## config.mk

```make
export PLATFORM = sky130hd
export DESIGN_NAME = hier_leaf_fifo
export DESIGN_NICKNAME = d
export VERILOG_FILES = /design/src/rtl/hier_leaf_pkg.sv /design/src/rtl/hier_leaf_mem.sv /design/src/rtl/hier_leaf_fifo.sv
export SDC_FILE = /design/constraint.sdc
export NUM_CORES = 1
export LEC_CHECK = 0
export ABC_AREA = 1
export BUFFER_PORTS_ARGS = -buffer_cell sky130_fd_sc_hd__buf_2
export CAP_MARGIN = 20
export CORE_AREA = 5 5 108 69
export DETAILED_ROUTE_END_ITERATION = 12
export DIE_AREA = 0 0 113 74
export MAX_ROUTING_LAYER = met4
export PLACE_DENSITY = 0.73
export SLEW_MARGIN = 20
export SYNTH_ARGS = -nofsm -noshare
export SYNTH_HDL_FRONTEND = slang
export SYNTH_HIERARCHICAL = 1
export SYNTH_SLANG_ARGS = --single-unit
```

## constraint.sdc

```tcl
create_clock -name clk -period 1.72 [get_ports clk]
set_input_delay 0.172 -clock clk [delete_from_list [all_inputs] [get_ports clk]]
set_output_delay 0.172 -clock clk [all_outputs]
set_load 0.01 [all_outputs]
```

## src/rtl/hier_leaf_pkg.sv

```systemverilog
// Shared defaults and the pointer-increment helper for the hier_leaf buffering stage.
package hier_leaf_pkg;

  localparam int DEFAULT_DATA_W = 8;
  localparam int DEFAULT_DEPTH  = 4;
  localparam int POP_CNT_W      = 16;

  // depth is a power of two, so the modulo reduces to a mask
  function automatic logic [31:0] ptr_inc(input logic [31:0] ptr, input logic [31:0] depth);
    return (ptr + 32'd1) & (depth - 32'd1);
  endfunction

endpackage

```

## src/rtl/hier_leaf_mem.sv

```systemverilog
// DEPTH x DATA_W register array: one synchronous write port, one asynchronous read port, no reset.
module hier_leaf_mem #(
  parameter int DATA_W = 8,
  parameter int DEPTH  = 4,
  parameter int PTR_W  = 2
) (
  input  logic              clk,
  input  logic              we_i,
  input  logic [PTR_W-1:0]  waddr_i,
  input  logic [DATA_W-1:0] wdata_i,
  input  logic [PTR_W-1:0]  raddr_i,
  output logic [DATA_W-1:0] rdata_o
);

  logic [DATA_W-1:0] mem_q [DEPTH];

  // Storage write; contents are deliberately left unreset.
  always_ff @(posedge clk) begin
    if (we_i) begin
      mem_q[waddr_i] <= wdata_i;
    end
  end

  assign rdata_o = mem_q[raddr_i];

endmodule

```

## src/rtl/hier_leaf_fifo.sv

```systemverilog
// Leaf FIFO: valid/ready in and out, DEPTH-word ordered storage, running XOR checksum and pop counter.
module hier_leaf_fifo
  import hier_leaf_pkg::*;
#(
  parameter int DATA_W = DEFAULT_DATA_W,
  parameter int DEPTH  = DEFAULT_DEPTH
) (
  input  logic                       clk,
  input  logic                       rst_n,
  input  logic                       flush,
  input  logic                       in_valid,
  output logic                       in_ready,
  input  logic [DATA_W-1:0]          in_data,
  output logic                       out_valid,
  input  logic                       out_ready,
  output logic [DATA_W-1:0]          out_data,
  output logic [$clog2(DEPTH):0]     count,
  output logic [DATA_W-1:0]          checksum,
  output logic [POP_CNT_W-1:0]       pop_cnt
);

  localparam int PTR_W = $clog2(DEPTH);
  localparam int CNT_W = PTR_W + 1;

  logic [PTR_W-1:0]     wr_ptr_q, wr_ptr_d;
  logic [PTR_W-1:0]     rd_ptr_q, rd_ptr_d;
  logic [CNT_W-1:0]     count_q, count_d;
  logic [DATA_W-1:0]    checksum_q, checksum_d;
  logic [POP_CNT_W-1:0] pop_cnt_q, pop_cnt_d;
  logic                 push_s, pop_s, wr_en_s;
  logic [DATA_W-1:0]    rd_data_s;

  // Handshake decode only from registered occupancy: no in_valid/out_ready to ready/valid path.
  assign in_ready  = (count_q != CNT_W'(DEPTH));
  assign out_valid = (count_q != {CNT_W{1'b0}});
  assign push_s    = in_valid & in_ready;
  assign pop_s     = out_valid & out_ready;
  assign wr_en_s   = push_s & ~flush;

  hier_leaf_mem #(
    .DATA_W (DATA_W),
    .DEPTH  (DEPTH),
    .PTR_W  (PTR_W)
  ) u_mem (
    .clk     (clk),
    .we_i    (wr_en_s),
    .waddr_i (wr_ptr_q),
    .wdata_i (in_data),
    .raddr_i (rd_ptr_q),
    .rdata_o (rd_data_s)
  );

  assign out_data = out_valid ? rd_data_s : {DATA_W{1'b0}};
  assign count    = count_q;
  assign checksum = checksum_q;
  assign pop_cnt  = pop_cnt_q;

  // Next-state for pointers, occupancy and traffic statistics; flush overrides any handshake.
  always_comb begin
    wr_ptr_d   = wr_ptr_q;
    rd_ptr_d   = rd_ptr_q;
    count_d    = count_q;
    checksum_d = checksum_q;
    pop_cnt_d  = pop_cnt_q;
    if (flush) begin
      wr_ptr_d = {PTR_W{1'b0}};
      rd_ptr_d = {PTR_W{1'b0}};
      count_d  = {CNT_W{1'b0}};
    end else begin
      if (push_s) begin
        wr_ptr_d = PTR_W'(ptr_inc(32'(wr_ptr_q), 32'(DEPTH)));
      end else begin
        wr_ptr_d = wr_ptr_q;
      end
      if (pop_s) begin
        rd_ptr_d   = PTR_W'(ptr_inc(32'(rd_ptr_q), 32'(DEPTH)));
        checksum_d = checksum_q ^ out_data;
        pop_cnt_d  = pop_cnt_q + {{(POP_CNT_W-1){1'b0}}, 1'b1};
      end else begin
        rd_ptr_d = rd_ptr_q;
      end
      case ({push_s, pop_s})
        2'b10:   count_d = count_q + {{(CNT_W-1){1'b0}}, 1'b1};
        2'b01:   count_d = count_q - {{(CNT_W-1){1'b0}}, 1'b1};
        default: count_d = count_q;
      endcase
    end
  end

  // State registers with asynchronous active-low reset.
  always_ff @(posedge clk or negedge rst_n) begin
    if (!rst_n) begin
      wr_ptr_q   <= {PTR_W{1'b0}};
      rd_ptr_q   <= {PTR_W{1'b0}};
      count_q    <= {CNT_W{1'b0}};
      checksum_q <= {DATA_W{1'b0}};
      pop_cnt_q  <= {POP_CNT_W{1'b0}};
    end else begin
      wr_ptr_q   <= wr_ptr_d;
      rd_ptr_q   <= rd_ptr_d;
      count_q    <= count_d;
      checksum_q <= checksum_d;
      pop_cnt_q  <= pop_cnt_d;
    end
  end

endmodule
```

==> results.md <==
* Max_slew headroom at 0.503
* Fmax at 0.596 GHz
* Max-cap violations at 0
* Via count at 2509
* Data arrival, critical path at ~1900 ps
* Max VDD drop at around 640 µV
* Area Overhead vs Synth at 24.3%
* Finished Cell Area at around 0.0039 mm²
* CTS root buffer: clkbuf_8
* Type of the tightest min-delay check: in2reg
* Leak at approximately 1.9 nW
* Pwr Density at roughly 1500 mW/mm²
* Worst-case clock buffer depth at 2
* Max incr delay on CP at approximately 420 ps
* Clock buffer count from CTS at 9
* Share of post-route cells with drive strength above 1 at 0.304
* IO Pins at 50
* Tcrit/Tclk final at 0.975
* R2R setup slack at approximately 42 ps
* Ys flop type: edfxtp_1
* Crit path required time at 1950 ps
* Most common cell after layout, fill and taps aside: nand2_1
* Most used cell, CP: nand2_1
* Global-route total usage across every layer at 0.175
* Final Max Tran Viols at 0
* Final net count at between 400 and 500
* H-tree levels at 3
* Syn_area_per_cell at between 8 and 9 µm²
* Clock skew at a little over 9 ps
* Crit path capture: count[2]$_DFFE_PN0P_
* Die width at 113 µm
* RR Endpoint: count[2]$_DFFE_PN0P_
* Critical R2R Launch: count[1]$_DFFE_PN0P_
* Initial antenna violation count at 0
* Critical path, cell by cell: nor2_4 -> a21oi_2 -> nand2_2 -> inv_2 -> fa_2 -> xnor2_2 -> inv_1 -> nand2_1 -> nand2_1 -> nand3_1 -> nand2_1
* CP startpoint kind: register
* Post-route minimum period at between 1500 and 2000 ps
* Most frequent cells in the layout: nand2_1, inv_1, buf_2
* Largest net degree at the start of global routing at 32
* YS warnings at 6
* Total power at between 5 and 6 mW
* GR Overflow Total at 0
* Starting density of the core at 0.487
* Row cnt at 23
* Placed Area at roughly 0.0035 mm²
* Post-synthesis register bit count at 63
* DR vias/cell at 4.78
* Status: complete, no violations
* Final ANT Viol Nets at 0
* Measured slew at the worst slew-check pin at 745 ps
* DR iter-0 viols at 191
* DRT Pass-1 Iters at 4
* Crit-path slowest cell: dfrtp_2
* Die area at 0.00836 mm²
* Diode count at 0
* Final wirelength at between 6000 and 7000 µm
* DRC Markers at 0
* Setup TNS at 0 ps
* Final Hold Violating Endpoints at 0
* Post-synth ARST share at 0.492
* Final Wtd Congestion at between 0.8 and 0.9
* CP Class: reg2reg
* Worst-path fanout max at 3
* First-pass GRT wire length at between 10000 and 15000 µm
* Worst r2r path cells at 11
* RSZ-0062 raised after global routing: yes
* CTS tree: done
* Post-DP HPWL at 4790 µm
* Cell Area, Synth at between 0.003 and 0.004 mm²
* Post-synthesis cell count at approximately 360
* Final setup violating endpoints at 0
* EDFF count, synth at 32
* Vias in the first global route at 2161
* Clock sinks at 63
* Critical path startpoint: count[1]$_DFFE_PN0P_
* Syn nets at 370
* Clock transition at path regs at about 70 ps
* WL/cell at between 10 and 15 µm
* CORE AREA at roughly 0.0064 mm²
* Register area share after synthesis at 0.556
* Clk_lat worst skew at 340 ps
* Die Y at about 74 µm
* Port bufs at 49
* CP Capture Type: register
* Synth cell types at 28
kinds of logic after synthesis:
group,count (synthesis),share of synthesized area
AOI/OAI and AO/OA,13,0.0208
xor gates and xnor gates,16,0.0449
adders and majority gates,2,0.0104
buffers and inverters,73,0.101
DFF,63,0.556
and+or+nand+nor,188,0.266
state kept, by name, summed over array words and instances, names as in the netlist:
register and count:
u_mem/mem_q 32, wr_ptr_q 2, pop_cnt 16, rd_ptr_q 2, count 3, checksum 8
layer usage:
layer	track usage	part of all wire	up-vias
met5	-	0	-
met3	0.0569	0.066	8
met2	0.245	0.44	87
met1	0.246	0.48	1155
met4	0.0480	0.010	0
li1	-	-	1259
stage by stage:
| stage | util | hold slack, ps | cells | setup WS, ps |
|---|---|---|---|---|
| 4_1_cts | 0.583 | 35.8 | 518 | 17.0 |
| 3_3_place_gp | 0.549 | 274 | 497 | 53.2 |
| 6_report | 0.605 | 49.3 | 525 | 42.4 |
| 2_1_floorplan | - | -124 | 355 | -65.9 |
| 5_1_grt | 0.605 | 29.0 | 525 | -65.5 |
| 3_5_place_dp | 0.549 | 280 | 497 | -11.6 |
final cells by class:
| cell class | count | area, µm² |
|---|---|---|
| Clock inverter | 6 | 37.5 |
| Multi-Input combinational cell | 219 | 1150 |
| Fill cell | 536 | 2530 |
| Tap cell | 87 | 109 |
| Sequential cell | 63 | 1740 |
| Inverter | 67 | 260 |
| Timing Repair Buffer | 73 | 455 |
| Clock buffer | 10 | 128 |
where the power goes:
group          total [mW]  internal (mW)  switching [mW]
registers            2.16           1.88           0.285
logic                2.42           1.04            1.38
clock network        1.08          0.514           0.565
total                5.66           3.43            2.23
synth_stat cells, types with 2 or more instances:
| master | instances | area (µm²) |
|---|---|---|
| o21ai_0 | 10 | 50.1 |
| nor2_2 | 2 | 12.5 |
| xor2_1 | 5 | 43.8 |
| nand4_1 | 5 | 31.3 |
| a21oi_1 | 2 | 10.0 |
| buf_6 | 2 | 22.5 |
| nand2_1 | 108 | 405 |
| inv_1 | 65 | 244 |
| nor2_1 | 27 | 101 |
| nand3_1 | 27 | 135 |
| nor3_1 | 6 | 30.0 |
| nand2_4 | 3 | 33.8 |
| buf_4 | 2 | 15.0 |
| xnor2_1 | 11 | 96.3 |
| nand2_2 | 6 | 37.5 |
| dfrtp_1 | 31 | 776 |
| edfxtp_1 | 32 | 961 |
how the worst min path moves through the flow:
| stage | slack [ps] | cells after the start | to | start |
|---|---|---|---|---|
| 2_1_floorplan | -120 | 0 | checksum[0]$_DFFE_PN0P_ | rst_n |
| 3_3_place_gp | 270 | 1 | pop_cnt[10]$_DFFE_PN0P_ | rst_n |
| 3_5_place_dp | 280 | 1 | pop_cnt[10]$_DFFE_PN0P_ | rst_n |
| 4_1_cts | 40 | 1 | u_mem/mem_q[2][1]$_DFFE_PP_ | in_data[1] |
| 5_1_grt | 30 | 1 | u_mem/mem_q[0][0]$_DFFE_PP_ | in_data[0] |
| 6_report | 50 | 1 | u_mem/mem_q[0][4]$_DFFE_PP_ | in_data[4] |
critical path, delay by kind of cell, from the launching register on:
kind,cells,cell delay [ps]
simple gates,6,440
flops,1,420
fa+ha+maj,1,370
xor+xnor,1,150
buf+inv,2,100
compound gates,1,80
timing repair:
action,CTS,global route
setup endpoints to repair,9,9
hold buffers,1,0
endpoints found under the hold margin,31,0
pin swaps,3,15
gates resized for setup,5,29
setup buffers,4,7
Note: power is estimated with default switching activity, not from simulation.
